`src/rtl/id_stage_hazard.sv`:
```
// Decode stage: register file, immediate generation and the ID/EX pipeline register,
// with valid/ready handshake, flush, WB->ID bypass and load-use bubble insertion.
module id_stage_hazard #(
  parameter int XLEN      = 32,
  parameter int NUM_REGS  = 32,
  parameter int BYPASS_WB = 1,
  parameter int CNT_W     = 16
) (
  input  logic                        clk,
  input  logic                        rst,
  input  logic [XLEN-1:0]             pc_in,
  input  logic [31:0]                 instr_in,
  input  logic                        if_valid,
  output logic                        id_ready,
  input  logic                        ex_ready,
  input  logic                        flush,
  input  logic [XLEN-1:0]             rd_in,
  input  logic [$clog2(NUM_REGS)-1:0] rd,
  input  logic                        load_regfile,
  output logic                        ex_valid,
  output logic [XLEN-1:0]             pc_out,
  output logic [31:0]                 instruction_out,
  output logic [XLEN-1:0]             rs1_out,
  output logic [XLEN-1:0]             rs2_out,
  output logic [XLEN-1:0]             imm_out,
  output logic                        uses_rs1_out,
  output logic                        uses_rs2_out,
  output logic [CNT_W-1:0]            bubble_cnt
);

  localparam int RW = $clog2(NUM_REGS);
  localparam logic [31:0] NOP = 32'h0000_0013;

  localparam logic [6:0] OP_IMM    = 7'b0010011;
  localparam logic [6:0] OP_LOAD   = 7'b0000011;
  localparam logic [6:0] OP_JALR   = 7'b1100111;
  localparam logic [6:0] OP_STORE  = 7'b0100011;
  localparam logic [6:0] OP_BRANCH = 7'b1100011;
  localparam logic [6:0] OP_LUI    = 7'b0110111;
  localparam logic [6:0] OP_AUIPC  = 7'b0010111;
  localparam logic [6:0] OP_JAL    = 7'b1101111;
  localparam logic [6:0] OP_REG    = 7'b0110011;

  logic [XLEN-1:0] regs [NUM_REGS];
  logic [4:0]      rs1_f, rs2_f, ld_rd;
  logic [RW-1:0]   rs1_idx, rs2_idx;
  logic [XLEN-1:0] rs1_val, rs2_val, imm;
  logic [31:0]     imm32;
  logic [6:0]      opcode;
  logic            uses_rs1, uses_rs2, hazard;

  assign rs1_f   = instr_in[19:15];
  assign rs2_f   = instr_in[24:20];
  assign rs1_idx = rs1_f[RW-1:0];
  assign rs2_idx = rs2_f[RW-1:0];
  assign opcode  = instr_in[6:0];

  // A WB write to the register being read wins over the stored value only with BYPASS_WB.
  assign rs1_val = (rs1_idx == '0) ? '0 :
                   (BYPASS_WB != 0 && load_regfile && rd == rs1_idx) ? rd_in : regs[rs1_idx];
  assign rs2_val = (rs2_idx == '0) ? '0 :
                   (BYPASS_WB != 0 && load_regfile && rd == rs2_idx) ? rd_in : regs[rs2_idx];

  always_ff @(posedge clk or negedge rst) begin
    if (!rst) begin
      for (int i = 0; i < NUM_REGS; i++) regs[i] <= '0;
    end else if (load_regfile && rd != '0) begin
      regs[rd] <= rd_in;
    end
  end

  always_comb begin
    imm32    = '0;
    uses_rs1 = 1'b1;
    uses_rs2 = 1'b0;
    case (opcode)
      OP_IMM, OP_LOAD, OP_JALR: imm32 = {{20{instr_in[31]}}, instr_in[31:20]};
      OP_STORE: begin
        imm32    = {{20{instr_in[31]}}, instr_in[31:25], instr_in[11:7]};
        uses_rs2 = 1'b1;
      end
      OP_BRANCH: begin
        imm32    = {{19{instr_in[31]}}, instr_in[31], instr_in[7], instr_in[30:25],
                    instr_in[11:8], 1'b0};
        uses_rs2 = 1'b1;
      end
      OP_LUI, OP_AUIPC: begin
        imm32    = {instr_in[31:12], 12'b0};
        uses_rs1 = 1'b0;
      end
      OP_JAL: begin
        imm32    = {{11{instr_in[31]}}, instr_in[31], instr_in[19:12], instr_in[20],
                    instr_in[30:21], 1'b0};
        uses_rs1 = 1'b0;
      end
      OP_REG:  uses_rs2 = 1'b1;
      default: ;
    endcase
  end

  assign imm = XLEN'($signed(imm32));

  // The loaded value is not available until after EX, so a dependent reader must wait a cycle.
  assign ld_rd  = instruction_out[11:7];
  assign hazard = ex_valid && (instruction_out[6:0] == OP_LOAD) && (ld_rd != 5'd0) &&
                  if_valid && ((uses_rs1 && rs1_f == ld_rd) || (uses_rs2 && rs2_f == ld_rd));

  // Handshake: IF offers instr_in with if_valid and it is consumed on an edge where
  // if_valid && id_ready; ID offers the ID/EX register with ex_valid and it is consumed
  // on an edge where ex_valid && ex_ready. Flush always accepts (and drops) the input.
  assign id_ready = flush | (ex_ready & ~hazard);

  always_ff @(posedge clk or negedge rst) begin
    if (!rst) begin
      ex_valid        <= 1'b0;
      pc_out          <= '0;
      instruction_out <= NOP;
      rs1_out         <= '0;
      rs2_out         <= '0;
      imm_out         <= '0;
      uses_rs1_out    <= 1'b0;
      uses_rs2_out    <= 1'b0;
      bubble_cnt      <= '0;
    end else if (flush) begin
      ex_valid        <= 1'b0;
      instruction_out <= NOP;
    end else if (!ex_ready) begin
      ex_valid        <= ex_valid;
    end else if (hazard) begin
      ex_valid        <= 1'b0;
      instruction_out <= NOP;
      if (bubble_cnt != '1) bubble_cnt <= bubble_cnt + CNT_W'(1);
    end else begin
      ex_valid        <= if_valid;
      pc_out          <= pc_in;
      instruction_out <= instr_in;
      rs1_out         <= rs1_val;
      rs2_out         <= rs2_val;
      imm_out         <= imm;
      uses_rs1_out    <= uses_rs1;
      uses_rs2_out    <= uses_rs2;
    end
  end

endmodule

```
`config.mk`:
```
export PLATFORM = sky130hd
export DESIGN_NAME = id_stage_hazard
export DESIGN_NICKNAME = d
export VERILOG_FILES = /design/src/rtl/id_stage_hazard.sv
export SDC_FILE = /design/constraint.sdc
export NUM_CORES = 2
export LEC_CHECK = 0
export BUFFER_PORTS_ARGS = -buffer_cell sky130_fd_sc_hd__buf_2
export CORE_UTILIZATION = 60
export CTS_CLUSTER_DIAMETER = 60
export DETAILED_ROUTE_END_ITERATION = 8
export GPL_ROUTABILITY_DRIVEN = 1
export HOLD_SLACK_MARGIN = 0.1
export PLACE_DENSITY_LB_ADDON = 0.25
export SETUP_SLACK_MARGIN = 0.05
export SYNTH_ARGS = -nofsm -noshare
export SYNTH_HDL_FRONTEND = slang
export SYNTH_SLANG_ARGS = --single-unit
```
`constraint.sdc`:
```
create_clock -name clk -period 7.2 [get_ports clk]
set_clock_uncertainty 0.2 [all_clocks]
set_input_delay 0.72 -clock clk [delete_from_list [all_inputs] [get_ports clk]]
set_output_delay 0.72 -clock clk [all_outputs]
set_load 0.01 [all_outputs]
```
Word level (Yosys, flattened, before mapping)
Index checks and enable logic that the tools add are counted.
{ "op_classes": {"n_addsub": 1, "order_cmp": 4, "n_eq_ne": 15, "muxes": 22, "n_bitwise": 7, "reduce_logical": 22} }
{ "ops": {"columns": ["cell", "count"], "rows": [
  ["$bwmux W1024", 1],
  ["$mux W32", 12],
  ["$bmux W32 S5", 2],
  ["$demux W32 S5", 1],
  ["$pmux W32 S5", 1],
  ["$eq A7 B6 Y1 const B", 3],
  ["$eq A7 B7 Y1 const B", 3],
  ["$eq A5 B5 Y1", 4],
  ["$ge A6 B6 Y1 const B", 3],
  ["$not A5 Y6", 3],
  ["$add A16 B1 Y16 const B", 1],
  ["$ne A16 B16 Y1 const B", 1],
  ["$eq A7 B2 Y1 const B", 2],
  ["$eq A7 B5 Y1 const B", 2],
  ["$logic_and A1 B1 Y1", 10],
  ["$logic_not A5 Y1", 2],
  ["$reduce_bool A5 Y1", 2],
  ["$reduce_or A3 Y1", 3],
  ["$lt A6 B1 Y1 const B", 1],
  ["$mux W1", 5],
  ["$reduce_and A4 Y1", 1],
  ["$reduce_and A3 Y1", 1],
  ["$not A1 Y1", 2],
  ["$reduce_bool A2 Y1", 1],
  ["other kinds (4)", 4]
]} }
{ "totals": {"regBits": 1203, "out_inout_bits": 180} }

Longest topological paths before layout
{ "logic_depth": {"depth_word": 9, "mapped_depth": 12} }

Least setup slack after synthesis
OpenSTA, ideal clock, no wires.
{ "synth_path": {"path_kind": "input to register", "start": "input port instr_in[15]", "end": "register rs1_out[22]", "setup_ns": 0.122, "arrival_ns": 2.530, "t_required_ns": 6.878, "slack_ns": 4.348, "cell_stages": 9, "path_cell_list": "buf_2 -> buf_2 -> buf_2 -> mux4_2 -> mux2i_1 -> nor2_1 -> a21oi_1 -> nand3b_1 -> a32o_1"} }
{ "synth_between": {"elab_chain_len": 6, "elab_cells_between_ends": 15, "cone_classes": "eq/ne: 2; mux: 5; bitwise: 2; reduce/logical: 6"} }
{ "synth_rtl": {"columns": ["element", "line", "source"], "rows": [
  ["start, declared", "12", "input logic [31:0] instr_in,"],
  ["$not A5 Y6 (not written as such) or $eq A5 B5 Y1 (tied branches)", "60, 106", null],
  ["$bmux W32 S5 or $logic_and A1 B1 Y1 (tied branches)", "60, 106", null],
  ["$mux W32 (not written as such) or $logic_or A1 B1 Y1 (tied branches)", "60, 106", null],
  ["$mux W32 (not written as such) or $logic_and A1 B1 Y1 (tied branches)", "60, 106", null],
  ["$mux W32 or $not A1 Y1 (tied branches)", null, null],
  ["$mux W32 or $reduce_and A3 Y1 (tied branches)", null, null],
  ["end signal, assigned", "137", "rs1_out <= rs1_val;"],
  ["end, declared", "23", "output logic [XLEN-1:0] rs1_out,"]
]} }
Parallel ways exist; a longest one is shown, timed or not. The select of a mux whose other input is x is not followed.
A chain may end at the register's enable or synchronous reset.

Worst setup path after layout
{ "layout_path": {"start": "input port instr_in[3]", "end": "register rs1_out[12]"} }
{ "layout_between": {"elab_chain_len": 8, "elab_cells_between_ends": 16, "cone_classes": "eq/ne: 6; mux: 2; bitwise: 1; reduce/logical: 7"} }
{ "layout_rtl": {"columns": ["element", "line", "source"], "rows": [
  ["$eq A7 B7 Y1, or another cell as far along", "76", "case (opcode)"],
  ["$reduce_or A3 Y1 (no line)", null, null],
  ["$mux W1", "76", null],
  ["$logic_and A1 B1 Y1", "106", "if_valid && ((uses_rs1 && rs1_f == ld_rd) || (uses_rs2 && rs2_f == ld_rd));"],
  ["$logic_or A1 B1 Y1 *", "106", null],
  ["$logic_and A1 B1 Y1 *", "106", null],
  ["$not A1 Y1 (no line) *", null, null],
  ["$reduce_and A3 Y1 (no line) *", null, null]
]} }
Mark *: on every way between the ends. The rest lies on a longest branch, timed or not.

==> impl_metrics.xml <==
<?xml version="1.0" encoding="UTF-8"?>
<metrics>
  <group name="outcome">
    <metric name="status" unit="">finished, violations left</metric>
    <metric name="failing_checks" unit="">design-rule violations</metric>
  </group>
  <group name="sta">
    <metric name="setup_violations" unit="">0</metric>
    <metric name="timing_worst_slew_pin_value" unit="ns">1.34</metric>
    <metric name="final_min_period_over_clock_period" unit="">0.636</metric>
    <metric name="unrepaired_setup_endpoints_after_global_routing" unit="">false</metric>
    <metric name="totalNegativeSetupSlack" unit="ns">0</metric>
    <metric name="timing.final.crit_period" unit="ns">4.58</metric>
    <metric name="timing.fmax" unit="MHz">218</metric>
    <metric name="max-slew-margin-rel" unit="">0.110</metric>
    <metric name="final-max-slew-violation-count" unit="">0</metric>
    <metric name="setup_ws_post_layout" unit="ns">2.62</metric>
    <metric name="hold_viol" unit="">0</metric>
  </group>
  <group name="detailed_routing">
    <metric name="drt_pre_antenna_iters" unit="">7</metric>
    <metric name="wl" unit="mm">193</metric>
    <metric name="detailroute.via_count" unit="">42600</metric>
    <metric name="post_drt_via_cell_ratio" unit="">7.08</metric>
    <metric name="detailedRoute.firstIterationViolations" unit="">4741</metric>
    <metric name="drt-wirelength-per-cell" unit="um">32.1</metric>
    <metric name="postRouteAntennaNets" unit="">0</metric>
    <metric name="drcViolationCount" unit="">2</metric>
  </group>
  <group name="pwr">
    <metric name="p_leak" unit="nW">31.2</metric>
    <metric name="vdd.ir_drop.worst" unit="uV">226</metric>
    <metric name="power-per-cell-area" unit="nW/um^2">282</metric>
    <metric name="flop_pwr_share" unit="">0.453</metric>
    <metric name="switching_share" unit="">0.274</metric>
    <metric name="switching_power" unit="mW">5.39</metric>
    <metric name="p_int" unit="mW">14.3</metric>
    <metric name="pwr-share-clk" unit="">0.358</metric>
    <metric name="p_comb_frac" unit="">0.189</metric>
  </group>
  <group name="worst_setup_path">
    <metric name="path_class" unit="">input port to flip-flop</metric>
    <metric name="max_incr_delay_on_cp" unit="ns">0.73</metric>
    <metric name="worstSetupEndpointType" unit="">flip-flop</metric>
    <metric name="worst-path-max-fanout" unit="">25</metric>
    <metric name="cp-startpoint" unit="">instr_in[3]</metric>
    <metric name="required" unit="ns">7.67</metric>
    <metric name="worst_r2r_endpoint" unit="">rs1_out[12]$_DFFE_PN0P_</metric>
    <metric name="rr_startpoint" unit="">instruction_out[8]$_DFFE_PN0P_</metric>
    <metric name="cp_common_cell" unit="">sky130_fd_sc_hd__buf_4</metric>
    <metric name="path_cells" unit="">dlygate4sd3_1 -&gt; buf_2 -&gt; or3b_1 -&gt; a21oi_1 -&gt; nor3_1 -&gt; o2111a_2 -&gt; buf_4 -&gt; nor3_4 -&gt; buf_4 -&gt; a32o_1</metric>
    <metric name="timing.reg2reg.setup_slack" unit="ns">3.48</metric>
    <metric name="timing.critical_path.arrival" unit="ns">5.05</metric>
    <metric name="worst_r2r_path_depth" unit="">7</metric>
    <metric name="setup.worst_path.start_class" unit="">input port</metric>
    <metric name="critPathSlowestCell" unit="">sky130_fd_sc_hd__a21oi_1</metric>
  </group>
  <group name="global_routing">
    <metric name="grt_first_pass_wirelength" unit="mm">288</metric>
    <metric name="number_of_global_route_vias_before_repair" unit="">42900</metric>
    <metric name="total_congestion_overflow_after_global_routing" unit="">0</metric>
    <metric name="grt_antenna_before_repair" unit="">14</metric>
    <metric name="grt_start_max_net_pins" unit="">179</metric>
    <metric name="grt_usage" unit="">0.369</metric>
  </group>
  <group name="die">
    <metric name="floorplan.die.width" unit="um">325</metric>
    <metric name="boundaryPins" unit="">287</metric>
    <metric name="die_ar" unit="sq um">105000</metric>
    <metric name="initial_core_utilization" unit="">0.605</metric>
    <metric name="rows" unit="">118</metric>
    <metric name="die-height" unit="um">325</metric>
    <metric name="coreArea" unit="sq um">103000</metric>
  </group>
  <group name="synthesis">
    <metric name="syn_nets" unit="">4537</metric>
    <metric name="synth_ff_type" unit="">sky130_fd_sc_hd__dfrtp_1</metric>
    <metric name="synth_top_area_share" unit="">0.480</metric>
    <metric name="yosys_warnings" unit="">0</metric>
    <metric name="postSynthCellCount" unit="">4429</metric>
    <metric name="synth_area_per_cell" unit="sq um">14.1</metric>
    <metric name="synth_edf_count" unit="">0</metric>
    <metric name="ys_async_sr_fraction" unit="">1.00</metric>
    <metric name="netlist_top_cells_area" unit="">sky130_fd_sc_hd__dfrtp_1, sky130_fd_sc_hd__mux2_2, sky130_fd_sc_hd__mux4_2</metric>
    <metric name="seq_area_frac_synth" unit="">0.482</metric>
    <metric name="synthesis.area" unit="sq um">62500</metric>
    <metric name="yosys.area.top_type" unit="">sky130_fd_sc_hd__dfrtp_1</metric>
    <metric name="ff_latch_count_synth" unit="">1203</metric>
    <metric name="synth.lib_cells_used.distinct" unit="">65</metric>
  </group>
  <group name="hold_path">
    <metric name="timing.hold.worst_path_depth" unit="">0</metric>
    <metric name="startpoint_of_the_worst_hold_path" unit="">regs[1017]$_DFFE_PN0P_</metric>
    <metric name="min_to" unit="">regs[1017]$_DFFE_PN0P_</metric>
    <metric name="hp-class" unit="">flip-flop to flip-flop</metric>
  </group>
  <group name="cts">
    <metric name="clkLatencyLatePin" unit="ns">0.75</metric>
    <metric name="clkSinkCount" unit="">1203</metric>
    <metric name="clk_root_buffer_cell" unit="">sky130_fd_sc_hd__clkbuf_16</metric>
    <metric name="tritoncts.num_buffers" unit="">135</metric>
    <metric name="path_clk_slew" unit="ns">0.05</metric>
    <metric name="htreeDepth" unit="">4</metric>
    <metric name="post_cts_setup_buffer_count" unit="">0</metric>
    <metric name="tritoncts_clock_tree" unit="">built</metric>
    <metric name="clockBufferDepth" unit="">3</metric>
  </group>
  <group name="placement">
    <metric name="routabilityCongestion" unit="">0.848</metric>
    <metric name="port_buffers" unit="">286</metric>
    <metric name="post-place-ws" unit="ns">2.49</metric>
    <metric name="hpwlAfterDp" unit="mm">108</metric>
  </group>
  <group name="flow_run">
    <metric name="timing.max_cap.violations" unit="">0</metric>
  </group>
  <group name="final_layout">
    <metric name="layout-drive-gt1-share" unit="">0.456</metric>
    <metric name="final_nets" unit="">4628</metric>
    <metric name="area_delta_synth_final" unit="%">11.7</metric>
  </group>
</metrics>
power by group through the flow:
| stage | registers, mW | clock network (mW) | logic (mW) |
|---|---|---|---|
| global route | 9.04 | 7.36 | 3.96 |
| detailed placement | 8.97 | 0 | 3.66 |
| CTS | 8.86 | 7.09 | 3.70 |
| finish | 8.91 | 7.03 | 3.72 |
| global placement | 8.88 | 0 | 3.56 |
| floorplan | 8.70 | 0 | 2.72 |
stage by stage:
stage | hold WS, ns | utilization | area, sq um | cells | total power [mW]
5_1_grt | 0.208 | 0.675 | 69800 | 6009 | 20.4
6_report | 0.189 | 0.675 | 69800 | 6014 | 19.7
3_3_place_gp | 0.177 | 0.626 | 64700 | 5706 | 12.4
2_1_floorplan | 0.224 | - | 62500 | 4429 | 11.4
3_5_place_dp | 0.183 | 0.626 | 64700 | 5706 | 12.6
4_1_cts | 0.146 | 0.675 | 69800 | 6007 | 19.7
state kept, by name, indices dropped and copies added, names as in the netlist:
register / count
bubble_cnt: 16
ex_valid: 1
imm_out: 32
instruction_out: 32
pc_out: 32
regs: 1024
rs1_out: 32
rs2_out: 32
uses_rs1_out: 1
uses_rs2_out: 1
synthesized netlist by cell type (13+ instances only):
| master | n |
|---|---|
| sky130_fd_sc_hd__mux4_2 | 388 |
| sky130_fd_sc_hd__xor2_1 | 22 |
| sky130_fd_sc_hd__buf_1 | 72 |
| sky130_fd_sc_hd__dfrtp_1 | 1200 |
| sky130_fd_sc_hd__nor3_1 | 22 |
| sky130_fd_sc_hd__o2111ai_1 | 25 |
| sky130_fd_sc_hd__a211oi_1 | 21 |
| sky130_fd_sc_hd__a22o_1 | 43 |
| sky130_fd_sc_hd__a32o_1 | 36 |
| sky130_fd_sc_hd__clkbuf_1 | 260 |
| sky130_fd_sc_hd__a21oi_1 | 65 |
| sky130_fd_sc_hd__mux2_2 | 1075 |
| sky130_fd_sc_hd__inv_1 | 21 |
| sky130_fd_sc_hd__buf_4 | 21 |
| sky130_fd_sc_hd__xnor2_1 | 13 |
| sky130_fd_sc_hd__buf_2 | 109 |
| sky130_fd_sc_hd__o211ai_1 | 18 |
| sky130_fd_sc_hd__mux2i_1 | 370 |
| sky130_fd_sc_hd__nor2_1 | 88 |
| sky130_fd_sc_hd__nor2b_1 | 21 |
| sky130_fd_sc_hd__nand2b_1 | 13 |
| sky130_fd_sc_hd__o22ai_1 | 57 |
| sky130_fd_sc_hd__nand2_1 | 130 |
| sky130_fd_sc_hd__a22oi_1 | 94 |
| sky130_fd_sc_hd__nand3b_1 | 13 |
| sky130_fd_sc_hd__o21ai_0 | 46 |
| sky130_fd_sc_hd__nand3_1 | 39 |
| sky130_fd_sc_hd__o31ai_1 | 44 |
critical path: cells and delay by family:
kind,cells,cell delay (ns)
AOI/OAI and AO/OA,3,1.52
buffers and inverters,4,1.72
and+or+nand+nor,3,1.04
layout make-up:
cell class / count / area [sq um]
Sequential cell: 1203 / 30100
Clock buffer: 202 / 4100
Timing Repair Buffer: 430 / 2890
Inverter: 21 / 78.8
Fill cell: 7237 / 33500
Clock inverter: 42 / 442
Multi-Input combinational cell: 2729 / 30400
Tap cell: 1380 / 1730
Antenna cell: 7 / 17.5
metal layers:
| metal | up-vias | global-route usage | routed length [um] |
|---|---|---|---|
| li1 | 17000 | - | - |
| met1 | 22600 | 0.516 | 76600 |
| met2 | 2376 | 0.549 | 87700 |
| met3 | 538 | 0.0923 | 19400 |
| met4 | 14 | 0.165 | 8970 |
| met5 | - | 0 | 75 |
how the worst max path moves through the flow:
stage                                    to  cells after the start
floorplan           rs1_out[22]$_DFFE_PN0P_                      9
global placement     rs1_out[1]$_DFFE_PN0P_                      9
detailed placement   rs1_out[6]$_DFFE_PN0P_                      9
CTS                                id_ready                      8
global route                       id_ready                      8
finish              rs1_out[12]$_DFFE_PN0P_                     10
cells by family after synthesis:
family	synth area share
fa+ha+maj	0.000200
mux	0.394
simple gates	0.0299
xor+xnor	0.00490
compound gates	0.0546
flops	0.482
buf+inv	0.0351
placed cells by master, fill, tap and decap left out, types with 7 or more instances in the layout:
master and count:
sky130_fd_sc_hd__a211oi_1 21, sky130_fd_sc_hd__a21oi_1 65, sky130_fd_sc_hd__a22o_1 43, sky130_fd_sc_hd__a22oi_1 94
sky130_fd_sc_hd__a32o_1 36, sky130_fd_sc_hd__buf_12 14, sky130_fd_sc_hd__buf_2 278, sky130_fd_sc_hd__buf_4 75
sky130_fd_sc_hd__clkbuf_1 28, sky130_fd_sc_hd__clkbuf_16 142, sky130_fd_sc_hd__clkbuf_8 33, sky130_fd_sc_hd__clkinv_2 19
sky130_fd_sc_hd__dfrtp_1 1200, sky130_fd_sc_hd__diode_2 7, sky130_fd_sc_hd__dlygate4sd3_1 57, sky130_fd_sc_hd__inv_1 21
sky130_fd_sc_hd__mux2_2 1075, sky130_fd_sc_hd__mux2i_1 370, sky130_fd_sc_hd__mux4_2 388, sky130_fd_sc_hd__nand2_1 114
sky130_fd_sc_hd__nand2_2 16, sky130_fd_sc_hd__nand2b_1 10, sky130_fd_sc_hd__nand3_1 38, sky130_fd_sc_hd__nand3b_1 13
sky130_fd_sc_hd__nor2_1 70, sky130_fd_sc_hd__nor2_4 18, sky130_fd_sc_hd__nor2b_1 18, sky130_fd_sc_hd__nor3_1 22
sky130_fd_sc_hd__nor4_1 12, sky130_fd_sc_hd__o2111ai_1 25, sky130_fd_sc_hd__o211ai_1 18, sky130_fd_sc_hd__o21ai_0 46
sky130_fd_sc_hd__o22ai_1 57, sky130_fd_sc_hd__o31ai_1 44, sky130_fd_sc_hd__xnor2_1 13, sky130_fd_sc_hd__xor2_1 22
timing repair:
action	4_1_cts	5_1_grt
hold endpoints to repair	193	0
hold buffers	57	0
gates resized for setup	0	0
(Power assumes the default switching activity.)
